`src/rtl/gcd_pkg.sv`:
```
// Shared definitions for the GCD host sequencer: default sizing and the sequencer state encoding.
package gcd_pkg;

  localparam int unsigned DefaultWidth   = 16;
  localparam int unsigned DefaultTimeout = 1024;

  typedef enum logic [2:0] {
    StClear,
    StIdle,
    StLoadA,
    StLoadB,
    StWait,
    StResp
  } gcd_state_e;

endpackage

```
`src/rtl/gcd_timeout_counter.sv`:
```
// Bounded wait timer: counts enabled cycles from zero and flags the last permitted cycle.
module gcd_timeout_counter
  import gcd_pkg::*;
#(
  parameter int unsigned TIMEOUT_CYCLES = DefaultTimeout
) (
  input  logic clk,
  input  logic rst,
  input  logic clr,
  input  logic en,
  output logic expired
);

  localparam int unsigned CntW = $clog2(TIMEOUT_CYCLES);
  localparam logic [CntW-1:0] LastCnt = CntW'(TIMEOUT_CYCLES - 1);

  logic [CntW-1:0] cnt_q, cnt_d;

  // Holding at the last value keeps the counter from wrapping even if en lingers.
  always_comb begin
    cnt_d = cnt_q;
    if (clr) begin
      cnt_d = '0;
    end else if (en && !expired) begin
      cnt_d = cnt_q + 1'b1;
    end
  end

  always_ff @(posedge clk) begin
    if (rst) begin
      cnt_q <= '0;
    end else begin
      cnt_q <= cnt_d;
    end
  end

  assign expired = (cnt_q == LastCnt);

endmodule

```
`src/rtl/gcd_host_sequencer.sv`:
```
// Initiator for the GCD core start/data_in/done protocol: screens zero operands, serialises A then B,
// waits for done under a timeout and returns the result over a valid/ready response port.
module gcd_host_sequencer
  import gcd_pkg::*;
#(
  parameter int unsigned WIDTH          = DefaultWidth,
  parameter int unsigned TIMEOUT_CYCLES = DefaultTimeout
) (
  input  logic             clk,
  input  logic             rst,
  input  logic             req_valid,
  output logic             req_ready,
  input  logic [WIDTH-1:0] req_a,
  input  logic [WIDTH-1:0] req_b,
  output logic             rsp_valid,
  input  logic             rsp_ready,
  output logic [WIDTH-1:0] rsp_gcd,
  output logic             rsp_err,
  output logic             core_start,
  output logic [WIDTH-1:0] core_data,
  output logic             core_clr,
  input  logic             core_done,
  input  logic [WIDTH-1:0] core_result
);

  if (TIMEOUT_CYCLES < 2) begin : gen_bad_timeout
    $error("TIMEOUT_CYCLES must be at least 2");
  end

  gcd_state_e       state_q, state_d;
  logic [WIDTH-1:0] a_q, a_d;
  logic [WIDTH-1:0] b_q, b_d;
  logic [WIDTH-1:0] gcd_q, gcd_d;
  logic             err_q, err_d;
  logic             timer_expired;

  gcd_timeout_counter #(
    .TIMEOUT_CYCLES(TIMEOUT_CYCLES)
  ) u_timeout (
    .clk    (clk),
    .rst    (rst),
    .clr    (state_q == StLoadB),
    .en     (state_q == StWait),
    .expired(timer_expired)
  );

  always_comb begin
    state_d = state_q;
    a_d     = a_q;
    b_d     = b_q;
    gcd_d   = gcd_q;
    err_d   = err_q;
    unique case (state_q)
      StClear: state_d = StIdle;
      StIdle: begin
        if (req_valid) begin
          a_d   = req_a;
          b_d   = req_b;
          gcd_d = '0;
          // A zero operand would never converge in the core, so answer without starting it.
          if (req_a == '0 || req_b == '0) begin
            err_d   = 1'b1;
            state_d = StResp;
          end else begin
            err_d   = 1'b0;
            state_d = StLoadA;
          end
        end
      end
      StLoadA: state_d = StLoadB;
      StLoadB: state_d = StWait;
      StWait: begin
        if (core_done) begin
          gcd_d   = core_result;
          err_d   = 1'b0;
          state_d = StResp;
        end else if (timer_expired) begin
          gcd_d   = '0;
          err_d   = 1'b1;
          state_d = StResp;
        end
      end
      StResp: begin
        if (rsp_ready) begin
          state_d = StClear;
        end
      end
      default: state_d = StClear;
    endcase
  end

  always_ff @(posedge clk) begin
    if (rst) begin
      state_q <= StClear;
      a_q     <= '0;
      b_q     <= '0;
      gcd_q   <= '0;
      err_q   <= 1'b0;
    end else begin
      state_q <= state_d;
      a_q     <= a_d;
      b_q     <= b_d;
      gcd_q   <= gcd_d;
      err_q   <= err_d;
    end
  end

  // Operand bus carries A for the start cycle, then B until the result is taken.
  always_comb begin
    core_data = '0;
    unique case (state_q)
      StLoadA:        core_data = a_q;
      StLoadB, StWait: core_data = b_q;
      default:        core_data = '0;
    endcase
  end

  assign req_ready  = (state_q == StIdle);
  assign rsp_valid  = (state_q == StResp);
  assign core_start = (state_q == StLoadA);
  assign core_clr   = (state_q == StClear);
  assign rsp_gcd    = gcd_q;
  assign rsp_err    = err_q;

endmodule

```
`config.mk`:
```
export PLATFORM = sky130hd
export DESIGN_NAME = gcd_host_sequencer
export DESIGN_NICKNAME = d
export VERILOG_FILES = /design/src/rtl/gcd_pkg.sv /design/src/rtl/gcd_timeout_counter.sv /design/src/rtl/gcd_host_sequencer.sv
export SDC_FILE = /design/constraint.sdc
export NUM_CORES = 1
export LEC_CHECK = 0
export CORE_AREA = 2 2 100 102
export CTS_BUF_LIST = sky130_fd_sc_hd__clkbuf_16
export DETAILED_ROUTE_END_ITERATION = 8
export DIE_AREA = 0 0 102 104
export PLACE_DENSITY = 0.54
export SYNTH_ARGS = -nofsm -noshare
export SYNTH_HDL_FRONTEND = slang
export SYNTH_SLANG_ARGS = --single-unit
```
`constraint.sdc`:
```
create_clock -name clk -period 3.55 [get_ports clk]
set_clock_uncertainty 0.05 [all_clocks]
set_input_delay 0.5325 -clock clk [delete_from_list [all_inputs] [get_ports clk]]
set_output_delay 0.5325 -clock clk [all_outputs]
set_load 0.01 [all_outputs]
```
==> flow_summary_export.csv, run 1 <==
group,metric,value,unit
setup_path,r2r_setup_slack,1.23,ns
route,highest_layer,"met4",
route,first_pass_iters,4,
grt,antenna_found_initial,0,
cts,clk_path_buf_depth,2,
grt,grt_max_degree,51,
sta,fin_crit,3.11,ns
floorplanning,rows,36,
yosys,synth.ff_latch_count,62,
cts,holdBufCountCts,0,
hold_path,min-delay-start,"b_q[12]",
cts,cts_sinks,62,
route,antenna_left,0,
hold_path,hp-class,"reg2reg",
route,via_per_inst,4.92,
yosys,muxShareOfSynthArea,0.362,%
cts,insertion_delay,0.32,ns
sta,finalSetupViolations,0,
placed_design,gp_congestion,0.755,
setup_path,max_stage_delay,0.65,ns
yosys,synthAdderAreaFrac,0.452,%
route,met1_length,3800,um
cts,cts_resized,0,
yosys,yosysWarnings,0,
setup_path,crit_arrival,2.53,ns
grt,grt_pass1_wl,13800,um
yosys,async_flop_share,0,%
layout,antenna_cells,0,
sta,max_freq,322,MHz
layout,fin_util,42.5,%
cts,clock-root-buffer,"clkbuf_16",
yosys,synth_top_area_share,44.8,%
yosys,yosys.area_share.simple,27.7,%
setup_path,required,2.97,ns
placed_design,port-buffer-count,89,
cts,h-tree-depth,3,
floorplanning,start_util,29.0,%
setup_path,slowest_stage,"dfxtp_1",
setup_path,reg2regPathDepth,4,
placed_design,dp.final_hpwl,5710,um
placed_design,pre_cts_ws,0.818,ns
floorplanning,dieWidth,102,um
sta,post-route-period-util,87.6,%
layout,layout_common_cells,"clkdlybuf4s50_1, nand2_1, dfxtp_1",
sta,timing.hold.ws,0.402,ns
setup_path,worstReg2RegStart,"state_q[2]",
yosys,post-synth-top-area-cell,"dfxtp_1",
floorplanning,coreArea,9550,sq um
route,first_iter_violations,80,
yosys,synth_edf_count,0,
yosys,synth_ff_type,"dfxtp_1",
setup_path,crit_fanout,17,
route,post-route-drc-count,0,
sta,rsz0062_at_grt,"false",
floorplanning,die_y,104,um
floorplanning,io_pins,90,
grt,gr-total-overflow,0,
hold_path,worst_hold_path.endpoint,"b_q[12]",
yosys,synth.area.top_cells,"dfxtp_1, nand2_1, a21oi_1",
yosys,syn_nets,391,
grt,grt_pass1_vias,2699,
setup_path,r2r-end,"rsp_err",
yosys,synth_compound_area_share,21.7,%
layout,syn2layout_area_growth,46.5,%
setup_path,worstSetupPathType,"reg2out",
layout,drive_above_1_share,7.51,%
setup_path,cp-start-kind,"register",
layout,final_common_cell,"clkdlybuf4s50_1",
yosys,synthCells,337,
floorplanning,die-area,10600,sq um
route,num_vias,2751,
yosys,ys_seq_area_share,44.8,%
cts,post-cts-setup-buffers,0,
cts,cts_tree,"yes",
sta,fin_setup_tns,0,ns
cts,clk_pin_slew_worst_paths,0.06,ns
route,wl,8210,um
route,wire_per_inst,14.7,um
pwr,ir_drop,0.237,mV
route,wl_met2,3960,um
layout,nets,475,
status,status,"completed",
sta,max_slew_margin,28.6,%
setup_path,end_kind,"output port",
pwr,leakagePower,1.38,nW
yosys,synthXorXnorAreaFrac,0.316,%
yosys,syn_area,2770,sq um
sta,worst_slew_pin_slew,1.07,ns
yosys,synth_cell_types,43,
route,wl_met3,396,um
sta,hold_violations,0,
yosys,avgSynthCellArea,8.22,sq um
yosys,synth_top_family_by_area,"simple AND/OR/NAND/NOR gates",
cts,cts-buffers-inserted,9,
hold_path,min_path_cells,2,
sta,fin_ws,0.440,ns
sta,drv_slew,0,
job,drv_cap,0,
grt,grtUsageTotal,16.2,%
setup_path,crit_chain,"or3b_4 -> o21ai_1 -> buf_4 -> a22o_1 -> clkdlybuf4s50_1",
pwr,p_per_area,427,nW/um^2
[Yosys cell counts, drive strengths merged (3+ instances only)]
library cell / instances
o21ai: 9
buf: 6
dfxtp: 62
a21oi: 60
nor3: 4
a22o: 16
inv: 6
or3: 5
nand2: 85
nor2: 3
nor3b: 3
o31ai: 5
or4: 4
nor4: 11
or3b: 16
nand3: 5
clkbuf: 17
[sequential cells by signal (all words and copies together), names as in the netlist]
name,count
rsp_err,1
b_q,16
u_timeout.cnt_q,10
a_q,16
state_q,3
rsp_gcd,16
[worst max-delay path by stage]
stage	start	end	slack, ns
2_1_floorplan	state_q[1]	core_data[0]	1.45
3_3_place_gp	state_q[2]	core_data[14]	0.84
3_5_place_dp	state_q[2]	core_data[15]	0.82
4_1_cts	state_q[2]	core_data[12]	0.45
5_1_grt	state_q[2]	core_data[11]	0.30
6_report	state_q[2]	core_data[12]	0.44
[metal layers]
metal  vias to the layer above  track usage, %
met1                      1304            21.1
met4                         0            4.29
met5                         -               0
met2                        69            26.2
met3                         4            4.64
li1                       1374               -
[where the power goes]
part	total [mW]	internal [mW]	switching [mW]	leakage [nW]
registers	0.750	0.724	0.0256	0.503
clock network	0.760	0.460	0.300	0.135
logic	0.225	0.115	0.109	0.744
[logic make-up (layout without fill, tap and decap cells)]
logic type	Yosys count	in the layout
compound gates	99	99
xor+xnor	1	1
fa+ha+maj	1	1
buf+inv	29	118
flops	62	62
mux	1	1
simple gates	144	144
[cell type report]
| class | count | area (sq um) |
|---|---|---|
| fillers | 1014 | 5490 |
| multi-input cells | 246 | 1430 |
| flip-flops and latches | 62 | 1240 |
| repair buffers | 96 | 938 |
| clock buffers | 9 | 225 |
| well taps | 133 | 166 |
| clock inverters | 7 | 33.8 |
| inverters | 6 | 22.5 |
[critical path: cells and delay by family (launching register included)]
kind,cells,cell delay [ns]
flip-flops,1,0.65
buffers and inverters,2,0.80
AND/OR/NAND/NOR,1,0.48
AO/OA/AOI/OAI,2,0.27
[per-stage QoR]
step	cells	total power, mW	instance area, sq um
after global placement	543	0.991	3800
final	559	1.73	4060
after detailed placement	543	0.991	3800
after floorplan	337	0.862	2770
after global routing	559	1.82	4060
after CTS	559	1.76	4060
(Power assumes the default switching activity.)
==> run 2: changes to the inputs <==
ABC_AREA = 1   (was default)
CORE_AREA = 2 2 83 85   (was 2 2 100 102)
DIE_AREA = 0 0 85 87   (was 0 0 102 104)
PLACE_DENSITY = 0.75   (was 0.54)
SLEW_MARGIN = 20   (was default)
==> run 2 against run 1 <==
  * Register-to-register slack improved by 0.52 ns
  * Critical path depth unchanged
  * Worst hold slack worse by 0.00056 ns
  * Synthesized cell count grew 14%
  * Final cell count decreased by 1.1%
  * First-iteration DRC count is 49% higher
  * Combinational power up 69%
  * Area after synthesis increased by 2.3%
  * Largest cell class unchanged
==> flow_summary_export.csv, run 2 <==
group,metric,value,unit
cts,cts_tree,"yes",
placed_design,pre_cts_ws,1.01,ns
setup_path,worstReg2RegStart,"u_timeout.cnt_q[0]",
placed_design,port-buffer-count,89,
floorplanning,coreArea,6570,sq um
layout,antenna_cells,0,
floorplanning,io_pins,90,
cts,cts_resized,0,
layout,drive_above_1_share,11.6,%
hold_path,hp-class,"reg2reg",
placed_design,gp_congestion,0.819,
pwr,power.internal,1.54,mW
sta,fin_ws,0.662,ns
yosys,yosysWarnings,0,
route,num_vias,2718,
yosys,synthCells,385,
setup_path,required,2.97,ns
floorplanning,start_util,43.1,%
cts,clk_path_buf_depth,2,
floorplanning,die_y,87,um
setup_path,crit_fanout,17,
sta,max_slew_margin,43.2,%
yosys,synth_cell_types,31,
cts,clock-root-buffer,"clkbuf_16",
sta,fin_setup_tns,0,ns
sta,finalSetupViolations,0,
setup_path,crit_arrival,2.31,ns
setup_path,worstSetupPathType,"reg2out",
pwr,switching_power,0.566,mW
setup_path,crit_chain,"nor2_4 -> nand2_2 -> and2_1 -> o21ai_0 -> clkdlybuf4s50_1",
hold_path,min_path_cells,2,
setup_path,slowest_stage,"dfxtp_1",
status,status,"completed",
yosys,synth.area.top_cells,"dfxtp_1, nand2_1, nor2_1",
yosys,yosys-top-cells-count,"nand2_1, nor2_1, dfxtp_1",
placed_design,dp.final_hpwl,4850,um
cts,cts_sinks,62,
sta,max_freq,346,MHz
floorplanning,die-area,7400,sq um
yosys,syn_nets,439,
route,wl,6790,um
grt,antenna_found_initial,0,
sta,post-route-period-util,81.4,%
layout,fin_cells,553,
setup_path,reg2regPathDepth,9,
yosys,synth.ff_latch_count,62,
sta,drv_slew,0,
floorplanning,rows,30,
layout,syn2layout_area_growth,41.9,%
yosys,syn_area,2830,sq um
cts,cts-buffers-inserted,9,
placed_design,dpl_cell_area,3700,sq um
cts,h-tree-depth,3,
pwr,p_seq_share,37.8,%
yosys,synth_top_area_share,43.8,%
sta,rsz0062_at_grt,"false",
yosys,synth.most_common_cell,"nand2_1",
cts,holdBufCountCts,0,
floorplanning,dieWidth,85,um
route,antenna_left,0,
cts,clk_pin_slew_worst_paths,0.06,ns
yosys,ys_seq_area_share,43.8,%
grt,gr-total-overflow,0,
grt,grtUsageTotal,19.4,%
pwr,switching_share,26.8,%
route,post-route-drc-count,0,
setup_path,r2r-end,"u_timeout.cnt_q[6]",
yosys,avgSynthCellArea,7.36,sq um
yosys,async_flop_share,0,%
sta,worst_slew_pin_slew,0.852,ns
route,wire_per_inst,12.3,um
layout,design_area,4020,sq um
route,via_per_inst,4.92,
sta,fin_crit,2.89,ns
placed_design,place_inst,537,
setup_path,cp-start-kind,"register",
grt,grt_pass1_wl,11500,um
grt,grt_pass1_vias,2607,
pwr,p_total,2.11,mW
route,first_pass_iters,4,
cts,post-cts-setup-buffers,0,
cts,insertion_delay,0.33,ns
yosys,synth_ff_type,"dfxtp_1",
pwr,p_per_area,525,nW/um^2
layout,final_common_cell,"clkdlybuf4s50_1",
hold_path,min-delay-start,"b_q[9]",
layout,nets,522,
setup_path,max_stage_delay,0.56,ns
pwr,clkPwrFrac,44.2,%
layout,layout_common_cells,"clkdlybuf4s50_1, nand2_1, nor2_1",
hold_path,worst_hold_path.endpoint,"b_q[9]",
setup_path,r2r_setup_slack,1.75,ns
setup_path,end_kind,"output port",
pwr,ir_drop,0.351,mV
grt,grt_max_degree,52,
sta,hold_violations,0,
pwr,leakagePower,1.42,nW
yosys,post-synth-top-area-cell,"dfxtp_1",
job,drv_cap,0,
route,first_iter_violations,119,
yosys,synth_edf_count,0,
pwr,comb_power_share,18.0,%
[run 2: cell count changes in the layout (fill, tap and decap cells not counted), sizes merged, moves of 11 or more]
cell and delta:
a21oi -17, nor4 -11, or3b -16, o21ai +43
a22o -16, inv +22, nor2 +68
[run 2: worst max-delay path by stage]
stage / startpoint / end / slack, ns
2_1_floorplan: state_q[0] / core_data[7] / 1.69
3_3_place_gp: state_q[0] / core_data[14] / 1.06
3_5_place_dp: state_q[0] / core_data[8] / 1.01
4_1_cts: state_q[0] / core_data[11] / 0.64
5_1_grt: state_q[0] / core_data[14] / 0.50
6_report: state_q[0] / core_data[7] / 0.66
[run 2: critical path, delay by kind of cell, from the launching register on]
kind / cells / cell delay, ns
simple gates: 3 / 0.74
flops: 1 / 0.56
buf+inv: 1 / 0.51
compound gates: 1 / 0.17
[run 2: cells by family (layout without fill, tap and decap cells)]
logic type / count (synthesis) / after routing / synth area share [%]
AND/OR/NAND/NOR: 176 / 176 / 27.8
AO/OA/AOI/OAI: 96 / 96 / 18.4
flip-flops: 62 / 62 / 43.8
buffers and inverters: 47 / 135 / 8.65
XOR/XNOR: 3 / 3 / 0.927
adder cells (fa/ha/maj): 1 / 1 / 0.441
[run 2: layout make-up]
class,instances,area (sq um)
multi-input cells,276,1350
flip-flops and latches,62,1240
clock buffers,9,225
inverters,29,111
clock inverters,7,97.6
fillers,592,2550
well taps,80,100
repair buffers,90,898
[run 2: routing by layer]
metal | part of all wire (%) | vias to the layer above | track usage [%]
met5 | 0 | - | 0
li1 | - | 1400 | -
met4 | 1.4 | 0 | 8.37
met1 | 43 | 1260 | 23.1
met3 | 4.3 | 9 | 4.55
met2 | 51 | 49 | 33.6
[run 2: stage by stage]
step | hold slack [ns] | utilization, %
finish | 0.401 | 61.2
floorplan | 0.375 | -
global placement | 0.391 | 56.3
global route | 0.423 | 61.2
detailed placement | 0.394 | 56.3
CTS | 0.403 | 61.2
[run 2: power groups by stage]
stage / Combinational, mW / Clock, mW / Sequential, mW
after floorplan: 0.262 / 0 / 0.801
after global placement: 0.378 / 0 / 0.810
after detailed placement: 0.381 / 0 / 0.813
after CTS: 0.385 / 0.950 / 0.799
after global routing: 0.425 / 0.985 / 0.805
final: 0.380 / 0.933 / 0.798
==> run 3: changes to the inputs <==
clock period = 2.9 ns   (was 3.55 ns; I/O delays follow)
==> run 3 against run 2 <==
  * Core utilization is 0.15 points lower
  * Sequential power increased by 22%
  * Register-to-register slack got worse by 0.75 ns
  * Worst setup slack got worse by 0.39 ns
  * Worst hold slack worse by 0.0056 ns
  * Power rose by 18%
  * Sequential share of layout area up 0.077 points
  * Final cell count grew 0.54%
  * First-iteration DRC count grew 32%
  * Global-route usage increased by 0.45 points
  * Critical endpoint is now core_data[12]
  * Largest cell class unchanged
==> flow_summary_export.csv, run 3 (synthesis results as in run 2) <==
group,metric,value,unit
status,status,"completed",
sta,worst_slew_pin_slew,0.476,ns
grt,grtUsageMet2,33.2,%
setup_path,cp-start-kind,"register",
grt,met3_usage,3.41,%
layout,final_common_cell,"clkdlybuf4s50_1",
pwr,clkPwrFrac,41.4,%
sta,drv_slew,0,
floorplanning,start_util,43.1,%
cts,holdBufCountCts,0,
cts,insertion_delay,0.32,ns
job,drv_cap,0,
cts,cts_sinks,62,
floorplanning,die_y,87,um
cts,h-tree-depth,3,
pwr,comb_power_share,19.3,%
pwr,switching_share,27.5,%
setup_path,crit_fanout,17,
grt,met1_usage,24.1,%
cts,cts_tree,"yes",
sta,fin_setup_tns,0,ns
setup_path,worstSetupPathType,"reg2out",
grt,grt_max_degree,52,
route,first_pass_iters,4,
sta,finalSetupViolations,0,
cts,clock-root-buffer,"clkbuf_16",
cts,clk_pin_slew_worst_paths,0.05,ns
route,first_iter_violations,157,
setup_path,crit_buf_inv,2,
pwr,ir_drop,0.342,mV
placed_design,dpl_cell_area,3720,sq um
grt,grtUsageTotal,19.9,%
pwr,leakagePower,1.42,nW
cts,post-cts-setup-buffers,0,
placed_design,gp_congestion,0.823,
sta,max_freq,380,MHz
sta,rsz0062_at_grt,"false",
cts,cts-buffers-inserted,9,
sta,hold_violations,0,
setup_path,max_stage_delay,0.57,ns
floorplanning,dieWidth,85,um
layout,n_fill_cell,610,
sta,post-route-period-util,90.8,%
route,num_vias,2746,
floorplanning,die-area,7400,sq um
pwr,p_seq_share,39.3,%
layout,antenna_cells,0,
grt,grt_pass1_wl,11600,um
layout,design_area,4010,sq um
pwr,switching_power,0.684,mW
setup_path,required,2.41,ns
setup_path,worstSetupStartpoint,"state_q[0]",
route,wl,7140,um
layout,nets,525,
layout,drive_above_1_share,12.4,%
hold_path,hp-class,"reg2reg",
setup_path,crit_chain,"nand3_1 -> and2_1 -> buf_4 -> o21ai_0 -> clkdlybuf4s50_1",
floorplanning,rows,30,
setup_path,end_kind,"output port",
floorplanning,coreArea,6570,sq um
route,post-route-drc-count,0,
grt,busiest_layer,"met2",
pwr,p_per_area,620,nW/um^2
placed_design,port-buffer-count,89,
sta,max_slew_margin,68.3,%
pwr,power.internal,1.80,mW
grt,grt_pass1_vias,2567,
route,wire_per_inst,12.8,um
setup_path,crit_arrival,2.15,ns
layout,syn2layout_area_growth,41.5,%
cts,cts_resized,0,
sta,fin_crit,2.63,ns
layout,layout_common_cells,"clkdlybuf4s50_1, nand2_1, nor2_1",
setup_path,worstReg2RegStart,"u_timeout.cnt_q[0]",
route,via_per_inst,4.94,
cts,clk_path_buf_depth,2,
route,antenna_left,0,
hold_path,min-delay-start,"b_q[9]",
setup_path,r2r_setup_slack,1.00,ns
grt,gr-total-overflow,0,
floorplanning,io_pins,90,
placed_design,dp.final_hpwl,4970,um
setup_path,path_delay_family,"buffers and inverters",
grt,antenna_found_initial,0,
setup_path,slowest_stage,"clkdlybuf4s50_1",
## run 3: cell count changes in the layout (fill, tap and decap cells not counted), sizes merged
| cell | before | now |
|---|---|---|
| buf | 1 | 4 |
| bufinv | 2 | 1 |
| clkinv | 3 | 4 |
| clkinvlp | 1 | 2 |
| inv | 30 | 29 |
## run 3: power by group through the flow
stage / clock network [mW] / logic (mW) / registers [mW]
3_5_place_dp: 0 / 0.477 / 0.995
4_1_cts: 1.04 / 0.482 / 0.978
3_3_place_gp: 0 / 0.470 / 0.991
5_1_grt: 1.09 / 0.531 / 0.987
6_report: 1.03 / 0.480 / 0.977
2_1_floorplan: 0 / 0.320 / 0.981
## run 3: tightest hold or removal path, stage by stage (launching register included)
cell,delay (ns)
dfxtp_1,0.29
inv_1,0.05
a21oi_1,0.05
## run 3: cell type report
class,count,area (sq um),area share [%]
multi-input combinational,276,1350,33.6
clock buffer,9,225,5.61
inverter,29,111,2.78
tap,80,100,2.50
sequential,62,1240,30.9
timing repair buffer,93,921,23.0
clock inverter,7,65.1,1.62
## run 3: through the flow
stage                     std cells  hold slack, ns  setup WS [ns]  utilization (%)  power (mW)
final                           556           0.396          0.268             61.1        2.49
after global routing            556           0.423          0.111             61.1        2.60
after CTS                       556           0.402          0.240             61.1        2.50
after detailed placement        540           0.394          0.621             56.6        1.47
after global placement          540           0.388          0.674             56.6        1.46
after floorplan                 385           0.375           1.14                -        1.30
## run 3: final timing paths
path / endpoint / cells past startpoint
setup / recovery: core_data[12] / 5
hold / removal: b_q[9] / 2
setup reg to reg: u_timeout.cnt_q[6] / 9
hold reg to reg: b_q[9] / 2
## run 3: routing by layer
layer | routed length, um | up-vias
met3 | 238 | 20
met1 | 3140 | 1257
met5 | 0 | -
met4 | 244 | 0
met2 | 3520 | 63
li1 | - | 1406
